$ cat src/rtl/bpu_update_sched_if.sv
// Write-port bus between the update scheduler and the predictor's BHT/BTB arrays.
// The master drives one write request, held stable until the predictor returns ready.
interface bpu_update_sched_if #(
   parameter int IDX_W = 8
);
   logic             upd_valid;
   logic             upd_ready;
   logic             upd_clear;
   logic [IDX_W-1:0] upd_index;
   logic [31:0]      upd_pc;
   logic             upd_taken;
   logic [31:0]      upd_target;

   modport master (
      output upd_valid,
      output upd_clear,
      output upd_index,
      output upd_pc,
      output upd_taken,
      output upd_target,
      input  upd_ready
   );

   modport slave (
      input  upd_valid,
      input  upd_clear,
      input  upd_index,
      input  upd_pc,
      input  upd_taken,
      input  upd_target,
      output upd_ready
   );
endinterface

$ cat src/rtl/bpu_update_sched.sv
// Funnels two EX branch resolutions per cycle into the predictor's single write port,
// and sweeps every predictor index with clears after reset or on request.
module bpu_update_sched #(
   parameter int DEPTH = 4,
   parameter int IDX_W = 8
) (
   input  logic                       cpu_clk,
   input  logic                       cpu_rstn,
   input  logic                       ex_valid1,
   input  logic                       ex_is_bj_1,
   input  logic                       real_taken1,
   input  logic [31:0]                ex_pc_1,
   input  logic [31:0]                real_addr1,
   input  logic                       ex_valid2,
   input  logic                       ex_is_bj_2,
   input  logic                       real_taken2,
   input  logic [31:0]                ex_pc_2,
   input  logic [31:0]                real_addr2,
   input  logic                       inv_req,
   bpu_update_sched_if.master         upd,
   output logic                       busy_init,
   output logic [$clog2(DEPTH):0]     q_count,
   output logic [15:0]                drop_count
);

   localparam int PTR_W = $clog2(DEPTH);
   localparam int CNT_W = PTR_W + 1;

   localparam logic [1:0] ST_RST  = 2'd0;
   localparam logic [1:0] ST_INIT = 2'd1;
   localparam logic [1:0] ST_RUN  = 2'd2;

   logic [1:0]       state;
   logic [IDX_W-1:0] sweep_cnt;
   logic [PTR_W-1:0] rd_ptr;
   logic [PTR_W-1:0] wr_ptr;
   logic             inv_pend;

   logic [31:0]      q_pc     [DEPTH];
   logic             q_taken  [DEPTH];
   logic [31:0]      q_target [DEPTH];

   logic             is_run;
   logic             is_init;
   logic             e1;
   logic             e2;
   logic [CNT_W-1:0] free;
   logic             push1;
   logic             push2;
   logic [CNT_W-1:0] n_push;
   logic [1:0]       n_drop;
   logic             head_vld;
   logic             valid_o;
   logic             pop;
   logic             go_init;
   logic [PTR_W-1:0] wr_ptr2;

   function automatic logic [15:0] sat_add16(input logic [15:0] a, input logic [1:0] b);
      logic [16:0] s;
      s = {1'b0, a} + {15'b0, b};
      return s[16] ? 16'hFFFF : s[15:0];
   endfunction

   always_comb begin
      is_run   = (state == ST_RUN);
      is_init  = (state == ST_INIT);
      e1       = ex_valid1 & ex_is_bj_1;
      // a taken older branch makes the younger slot wrong-path, so it is neither queued nor a drop
      e2       = ex_valid2 & ex_is_bj_2 & ~(ex_valid1 & real_taken1);
      free     = CNT_W'(DEPTH) - q_count;
      push1    = is_run & e1 & (free != '0);
      push2    = is_run & e2 & (e1 ? (free > CNT_W'(1)) : (free != '0));
      n_push   = CNT_W'(push1) + CNT_W'(push2);
      n_drop   = {1'b0, e1 & ~push1} + {1'b0, e2 & ~push2};
      head_vld = is_run & (q_count != '0);
      valid_o  = is_init | head_vld;
      pop      = head_vld & upd.upd_ready;
      go_init  = is_run & inv_pend & (~valid_o | upd.upd_ready);
      wr_ptr2  = wr_ptr + PTR_W'(push1);
   end

   assign upd.upd_valid  = valid_o;
   assign upd.upd_clear  = is_init;
   assign upd.upd_index  = is_init  ? sweep_cnt :
                           head_vld ? q_pc[rd_ptr][IDX_W+1:2] : '0;
   assign upd.upd_pc     = head_vld ? q_pc[rd_ptr]     : 32'h0;
   assign upd.upd_taken  = head_vld ? q_taken[rd_ptr]  : 1'b0;
   assign upd.upd_target = head_vld ? q_target[rd_ptr] : 32'h0;
   assign busy_init      = ~is_run;

   always_ff @(posedge cpu_clk or negedge cpu_rstn) begin
      if (!cpu_rstn) begin
         state      <= ST_RST;
         sweep_cnt  <= '0;
         rd_ptr     <= '0;
         wr_ptr     <= '0;
         q_count    <= '0;
         drop_count <= 16'h0;
         inv_pend   <= 1'b0;
      end else begin
         drop_count <= sat_add16(drop_count, n_drop);
         case (state)
            ST_RST: state <= ST_INIT;
            ST_INIT: begin
               if (upd.upd_ready) begin
                  sweep_cnt <= sweep_cnt + 1'b1;
                  if (&sweep_cnt) state <= ST_RUN;
               end
            end
            ST_RUN: begin
               // queued entries are stale once the arrays are cleared, so they are simply discarded
               if (go_init) begin
                  state    <= ST_INIT;
                  rd_ptr   <= '0;
                  wr_ptr   <= '0;
                  q_count  <= '0;
                  inv_pend <= 1'b0;
               end else begin
                  rd_ptr  <= rd_ptr + PTR_W'(pop);
                  wr_ptr  <= wr_ptr + PTR_W'(n_push);
                  q_count <= q_count + n_push - CNT_W'(pop);
                  if (inv_req) inv_pend <= 1'b1;
               end
            end
            default: state <= ST_RST;
         endcase
      end
   end

   always_ff @(posedge cpu_clk) begin
      if (push1) begin
         q_pc[wr_ptr]     <= ex_pc_1;
         q_taken[wr_ptr]  <= real_taken1;
         q_target[wr_ptr] <= real_addr1;
      end
      if (push2) begin
         q_pc[wr_ptr2]     <= ex_pc_2;
         q_taken[wr_ptr2]  <= real_taken2;
         q_target[wr_ptr2] <= real_addr2;
      end
   end

endmodule

$ cat src/flat_wrapper.sv
// flat-port wrapper written by rule: the top's interface ports become plain ports
module bpu_update_sched_flat 
#(
   parameter int DEPTH = 4,
   parameter int IDX_W = 8
)
  (cpu_clk, cpu_rstn, ex_valid1, ex_is_bj_1, real_taken1, ex_pc_1, real_addr1, ex_valid2, ex_is_bj_2, real_taken2, ex_pc_2, real_addr2, inv_req, busy_init, q_count, drop_count, upd_upd_valid, upd_upd_clear, upd_upd_index, upd_upd_pc, upd_upd_taken, upd_upd_target, upd_upd_ready);
  bpu_update_sched_if #(.IDX_W(IDX_W)) upd_i ();
  input  logic cpu_clk;
  input  logic cpu_rstn;
  input  logic ex_valid1;
  input  logic ex_is_bj_1;
  input  logic real_taken1;
  input  logic [31:0] ex_pc_1;
  input  logic [31:0] real_addr1;
  input  logic ex_valid2;
  input  logic ex_is_bj_2;
  input  logic real_taken2;
  input  logic [31:0] ex_pc_2;
  input  logic [31:0] real_addr2;
  input  logic inv_req;
  output logic busy_init;
  output logic [$clog2(DEPTH):0] q_count;
  output logic [15:0] drop_count;
  output wire logic [$bits(upd_i.upd_valid)-1:0] upd_upd_valid;
  output wire logic [$bits(upd_i.upd_clear)-1:0] upd_upd_clear;
  output wire logic [$bits(upd_i.upd_index)-1:0] upd_upd_index;
  output wire logic [$bits(upd_i.upd_pc)-1:0] upd_upd_pc;
  output wire logic [$bits(upd_i.upd_taken)-1:0] upd_upd_taken;
  output wire logic [$bits(upd_i.upd_target)-1:0] upd_upd_target;
  input wire logic [$bits(upd_i.upd_ready)-1:0] upd_upd_ready;
  assign upd_upd_valid = upd_i.upd_valid;
  assign upd_upd_clear = upd_i.upd_clear;
  assign upd_upd_index = upd_i.upd_index;
  assign upd_upd_pc = upd_i.upd_pc;
  assign upd_upd_taken = upd_i.upd_taken;
  assign upd_upd_target = upd_i.upd_target;
  assign upd_i.upd_ready = upd_upd_ready;
  bpu_update_sched #(.DEPTH(DEPTH), .IDX_W(IDX_W)) u_core (.cpu_clk(cpu_clk), .cpu_rstn(cpu_rstn), .ex_valid1(ex_valid1), .ex_is_bj_1(ex_is_bj_1), .real_taken1(real_taken1), .ex_pc_1(ex_pc_1), .real_addr1(real_addr1), .ex_valid2(ex_valid2), .ex_is_bj_2(ex_is_bj_2), .real_taken2(real_taken2), .ex_pc_2(ex_pc_2), .real_addr2(real_addr2), .inv_req(inv_req), .upd(upd_i), .busy_init(busy_init), .q_count(q_count), .drop_count(drop_count));
endmodule
$ cat config.mk
export PLATFORM = sky130hd
export DESIGN_NAME = bpu_update_sched_flat
export DESIGN_NICKNAME = d
export VERILOG_FILES = /design/src/rtl/bpu_update_sched_if.sv /design/src/rtl/bpu_update_sched.sv /design/src/flat_wrapper.sv
export SDC_FILE = /design/constraint.sdc
export NUM_CORES = 1
export LEC_CHECK = 0
export CORE_ASPECT_RATIO = 0.5
export CORE_UTILIZATION = 45
export CTS_BUF_LIST = sky130_fd_sc_hd__clkbuf_4
export DETAILED_ROUTE_END_ITERATION = 7
export PLACE_DENSITY = 0.77
export SYNTH_ARGS = -nofsm -noshare
export SYNTH_HDL_FRONTEND = slang
export SYNTH_SLANG_ARGS = --single-unit
$ cat constraint.sdc
create_clock -name cpu_clk -period 7 [get_ports cpu_clk]
set_input_delay 1.05 -clock cpu_clk [delete_from_list [all_inputs] [get_ports cpu_clk]]
set_output_delay 1.05 -clock cpu_clk [all_outputs]
set_load 0.01 [all_outputs]
## After elaboration in Yosys (flattened, before gate mapping)

Memory sizes are Yosys's and may differ from the RTL's.
Index checks and enable logic that the tools add are counted.

| storage, ports and cells | value |
|---|---|
| flip-flop bits (word level) | 34 |
| logic and storage cells | 75 |
| memory bits (writable) | 260 |
| output and inout bits | 95 |
| memories kept | 3 |

Memories:

| name | words | width | read ports | clocked after memory_dff | wr ports | RTL line | RTL |
|---|---|---|---|---|---|---|---|
| u_core.q_pc | 4 | 32 | 1 | 0 | 2 | bpu_update_sched.sv:39 | `logic [31:0] q_pc [DEPTH];` |
| u_core.q_target | 4 | 32 | 1 | 0 | 2 | bpu_update_sched.sv:41 | `logic [31:0] q_target [DEPTH];` |
| u_core.q_taken | 4 | 1 | 1 | 0 | 2 | bpu_update_sched.sv:40 | `logic q_taken [DEPTH];` |

| cells by class | value |
|---|---|
| bitwise operators | 21 |
| add/subtract/negate cells | 10 |
| muxes and demuxes | 20 |
| reductions and logical operators | 8 |
| order comparisons | 1 |
| equality and inequality tests | 5 |

Operators by type and width:

| cell | number |
|---|---|
| two-way mux 32 bit | 2 |
| adder 16 x 2 -> 17 bit | 1 |
| two-way mux 16 bit | 1 |
| two-way mux 8 bit | 2 |
| bitwise AND 1 bit | 14 |
| two-way mux 2 bit | 5 |
| adder 8 x 1 -> 8 bit (second input constant) | 1 |
| two-way mux 1 bit | 8 |
| AND reduction 8 bit | 1 |
| != test 2 bit (second input constant) | 3 |
| one-hot mux 2 bit (3 select lines) | 1 |
| nonzero test 3 bit | 2 |
| NOT 1 bit | 5 |
| adder 1 x 1 -> 2 bit | 2 |
| adder 2 x 1 -> 2 bit | 2 |
| AND reduction 2 bit | 2 |
| adder 3 bit | 1 |
| > comparator 3 x 1 -> 1 bit (second input constant) | 1 |
| two-way mux 3 bit | 1 |
| AND reduction 3 bit | 1 |
| subtractor 3 x 1 -> 3 bit | 1 |
| subtractor 3 bit (first input constant) | 1 |
| adder 2 bit | 1 |
| == test 2 x 1 -> 1 bit (second input constant) | 1 |
| other kinds (4) | 5 |

## Longest topological paths before layout

| depth | value |
|---|---|
| depth after elaboration | 10 |
| gate-level depth with buffers | 14 |

## Least setup slack after synthesis

OpenSTA, ideal clock, no wires.

| path | value |
|---|---|
| path kind | input-to-reg |
| from | input port ex_valid1 |
| to | memory u_core.q_pc[0][0] (enable) |
| cell stages on the path | 4 |
| path slack | 0.236 ns |
| buffers on the path | 0 |
| data required time | 6.422 ns |
| library setup time | 0.578 ns |
| data arrival time | 6.186 ns |
| cell sequence | nand2_1 > nor3_1 > nand2_1 > o21ai_0 |

RTL lines:

| element | RTL line | RTL |
|---|---|---|
| from (decl) | flat_wrapper.sv:11 | `input logic ex_valid1;` |
| to (decl) | bpu_update_sched.sv:39 |  |

## Final worst setup path

| path | value |
|---|---|
| from | register u_core.q_count[0] |
| to | output port upd_upd_target[20] |

| between the ends | value |
|---|---|
| longest elaborated chain between the ends | 3 |

RTL lines:

| element | RTL line | RTL |
|---|---|---|
| from (decl) | bpu_update_sched.sv:22 | `output logic [$clog2(DEPTH):0] q_count,` |
| from (signal assigned) | bpu_update_sched.sv:121 | `q_count <= q_count + n_push - CNT_W'(pop);` |
| nonzero test 3 bit | bpu_update_sched.sv:75 | `head_vld = is_run & (q_count != '0);` |
| bitwise AND 1 bit | bpu_update_sched.sv:75 |  |
| two-way mux 32 bit | bpu_update_sched.sv:88 | `assign upd.upd_target = head_vld ? q_target[rd_ptr] : 32'h0;` |
| to (decl) | flat_wrapper.sv:30 | `output wire logic [$bits(upd_i.upd_target)-1:0] upd_upd_target;` |

Every way passes these cells.

==> results.json <==
{
  "synthFlopType": "edfxtp_1",
  "synth_common_cells": "260 x edfxtp_1, 184 x mux2_2, 74 x mux2_4",
  "rsz0062_at_grt": "false",
  "hpwlAfterDp_um": 22340,
  "portBuffers": 232,
  "grt_use_total": 0.2178,
  "final_layout_size_suffix_gt1_frac": 0.3792,
  "grt_pass1_vias": 9706,
  "worst_slew_pin_slew_ns": 1.141,
  "clockRootBuffer": "clkbuf_4",
  "fp.coreArea_um2": 33050,
  "fillers": 2498,
  "cp-end-kind": "primary output",
  "reg2reg_depth": 8,
  "vias": 9096,
  "fin_tns_setup_ns": 0,
  "slew_violations": 0,
  "yosys.area.top_type": "edfxtp_1",
  "first_pass_iters": 8,
  "violations": "design-rule violations",
  "ys_types": 45,
  "stdcell_area_um2": 18750,
  "drt_wl_total_um": 36810,
  "fin_cells": 1655,
  "yosys-top-cells-area": "edfxtp_1 52%, mux2_2 14%, mux4_2 9.7%",
  "die_h_um": 131.7,
  "syn_area_um2": 15130,
  "place_congestion": 0.8170,
  "worst_ir_drop_vdd_uv": 83.53,
  "cts_hold_buf": 0,
  "num-nets-final": 1324,
  "r2r_slack_ns": 2.29,
  "dieArea_um2": 34410,
  "clk_latency_ns": 0.74,
  "synth_nets": 1057,
  "synthSimpleGateAreaFrac": 0.05523,
  "start_kind": "register",
  "drcViolationCount": 6,
  "yosysMostFrequentCell": "edfxtp_1",
  "rows": 47,
  "synthAdderAreaFrac": 0.01339,
  "synth_warnings": 0,
  "synth_top_area_frac": 0.5159,
  "cts_tree": "done",
  "cts_inserted_buffers": 74,
  "avgSynthCellArea_um2": 16.74,
  "first_iter_violations": 614,
  "maxSlewHeadroom": 0.2394,
  "antenna_found_initial": 2,
  "grt_pass1_wl_um": 56060,
  "ctsResizeCount": 0,
  "synth_compound_area_frac": 0.01521,
  "synth_top_family_by_area": "multiplexers",
  "viasPerCell": 5.496,
  "r2r_end": "u_core.q_pc[0][13]",
  "grt_max_degree": 66,
  "place_inst": 1536,
  "max_cap_violations": 0,
  "critical_path_class": "register to primary output",
  "clk_path_buf_depth": 3,
  "min-delay-path-class": "primary input to asynchronous set/reset pin",
  "post-cts-setup-buffers": 0,
  "chipWidth_um": 261.3,
  "finalWorstPathRequiredPeriod_ns": 4.781,
  "setup_viol": 0,
  "skew_ns": 0.04762,
  "ant_nets": 0,
  "clock.fmax_mhz": 209.2,
  "synth-edff-count": 260,
  "syn_to_final_growth_pct": 23.92,
  "whs_ns": 0.4200,
  "leakage_uw": 0.006692,
  "grt_remaining_overflow": 0,
  "htree_levels": 3,
  "synthMuxAreaShare": 0.3100,
  "clock_sink_count": 294,
  "num_io_pins": 233,
  "yosys.area_share.xor_xnor": 0.01100,
  "hold_viol": 0,
  "postSynth.asyncResetShare": 0.1156,
  "run_status": "finished, violations left",
  "initial_utilization": 0.4579,
  "r2r-start": "u_core.state[0]",
  "ys_seq_area_frac": 0.5721,
  "worstPathRequired_ns": 5.95,
  "arrival_ns": 3.73,
  "clkTransAtPathRegs_ns": 0.07,
  "place_area_um2": 17850,
  "synth_cells": 904,
  "p_per_area_nw_per_um2": 205.3,
  "wire_per_inst_um": 22.24,
  "final_util": 0.5674,
  "synth_seq_cells": 294,
  "period_share": 0.6830,
  "crit_path_max_fanout": 37
}
==> critical path, cell delays in order (launching register included) <==
cell	delay, ns
dfrtp_1	0.40
inv_1	0.09
ha_1	0.22
ha_1	0.22
nand2b_2	0.70
buf_4	0.53
nor2b_1	0.24
clkdlybuf4s50_1	0.57
==> power breakdown <==
part | leakage, uW | internal, uW | switching [uW]
sequential | 0.00275 | 1950 | 56.4
clock | 0.000532 | 754 | 700
combinational | 0.00341 | 248 | 144
total | 0.00669 | 2950 | 901
==> layout by cell type (no fill, tap or decap), types with 10 or more instances in the layout <==
cell type	instances
clkdlybuf4s50_1	231
nand2_1	27
mux4_2	65
dfrtp_1	32
inv_1	11
buf_4	12
ha_1	13
mux2_2	184
nor2b_1	67
nand3_1	12
mux2_4	74
clkbuf_4	104
xnor2_1	13
o21ai_0	11
edfxtp_1	260
nor2_1	10
==> sequential cells by signal, indices dropped and copies added (netlist names) <==
signal / cells
u_core.q_pc: 128
u_core.q_target: 128
u_core.drop_count: 16
u_core.sweep_cnt: 8
u_core.q_taken: 4
u_core.q_count: 3
u_core.rd_ptr: 2
u_core.state: 2
u_core.wr_ptr: 2
u_core.inv_pend: 1
==> area by class of cell <==
type,count,area (um2),area share
Clock buffer,104,780.7,0.04163
Timing Repair Buffer,244,2407,0.1284
Sequential cell,294,8666,0.4621
Clock inverter,14,116.4,0.006205
Tap cell,441,551.8,0.02942
Inverter,12,45.04,0.002402
Antenna cell,1,2.502,0.0001334
Multi-Input combinational cell,545,6183,0.3297
==> how the worst max path moves through the flow <==
stage,start,to,cells after the start
after global placement,ex_valid1,u_core.q_target[0][30],8
after global routing,u_core.q_count[0],upd_upd_target[20],7
final,u_core.q_count[0],upd_upd_target[20],7
after detailed placement,ex_valid1,u_core.q_target[0][30],8
after floorplan,ex_valid1,u_core.q_pc[0][0],4
after CTS,u_core.q_count[0],upd_upd_target[20],7
==> metal layers <==
layer	up-vias	GRT usage	wire, um
li1	4108	-	-
met1	4688	0.2593	14500
met2	234	0.3871	19870
met3	66	0.04610	1726
met4	0	0.07817	709
met5	-	0	0
==> per-stage QoR <==
| step | power (uW) | setup WS, ns |
|---|---|---|
| after floorplan | 2201 | 0.2360 |
| after global placement | 2416 | 1.792 |
| after detailed placement | 2433 | 1.756 |
| after CTS | 3883 | 2.109 |
| after global routing | 4003 | 1.987 |
| final | 3850 | 2.219 |
==> kinds of logic after synthesis <==
logic type / count (synthesis)
AOI/OAI and AO/OA: 37
xor gates and xnor gates: 19
adders and majority gates: 15
buffers and inverters: 65
DFF: 294
muxes: 327
and+or+nand+nor: 147
Power figures use the tool's default switching activity.
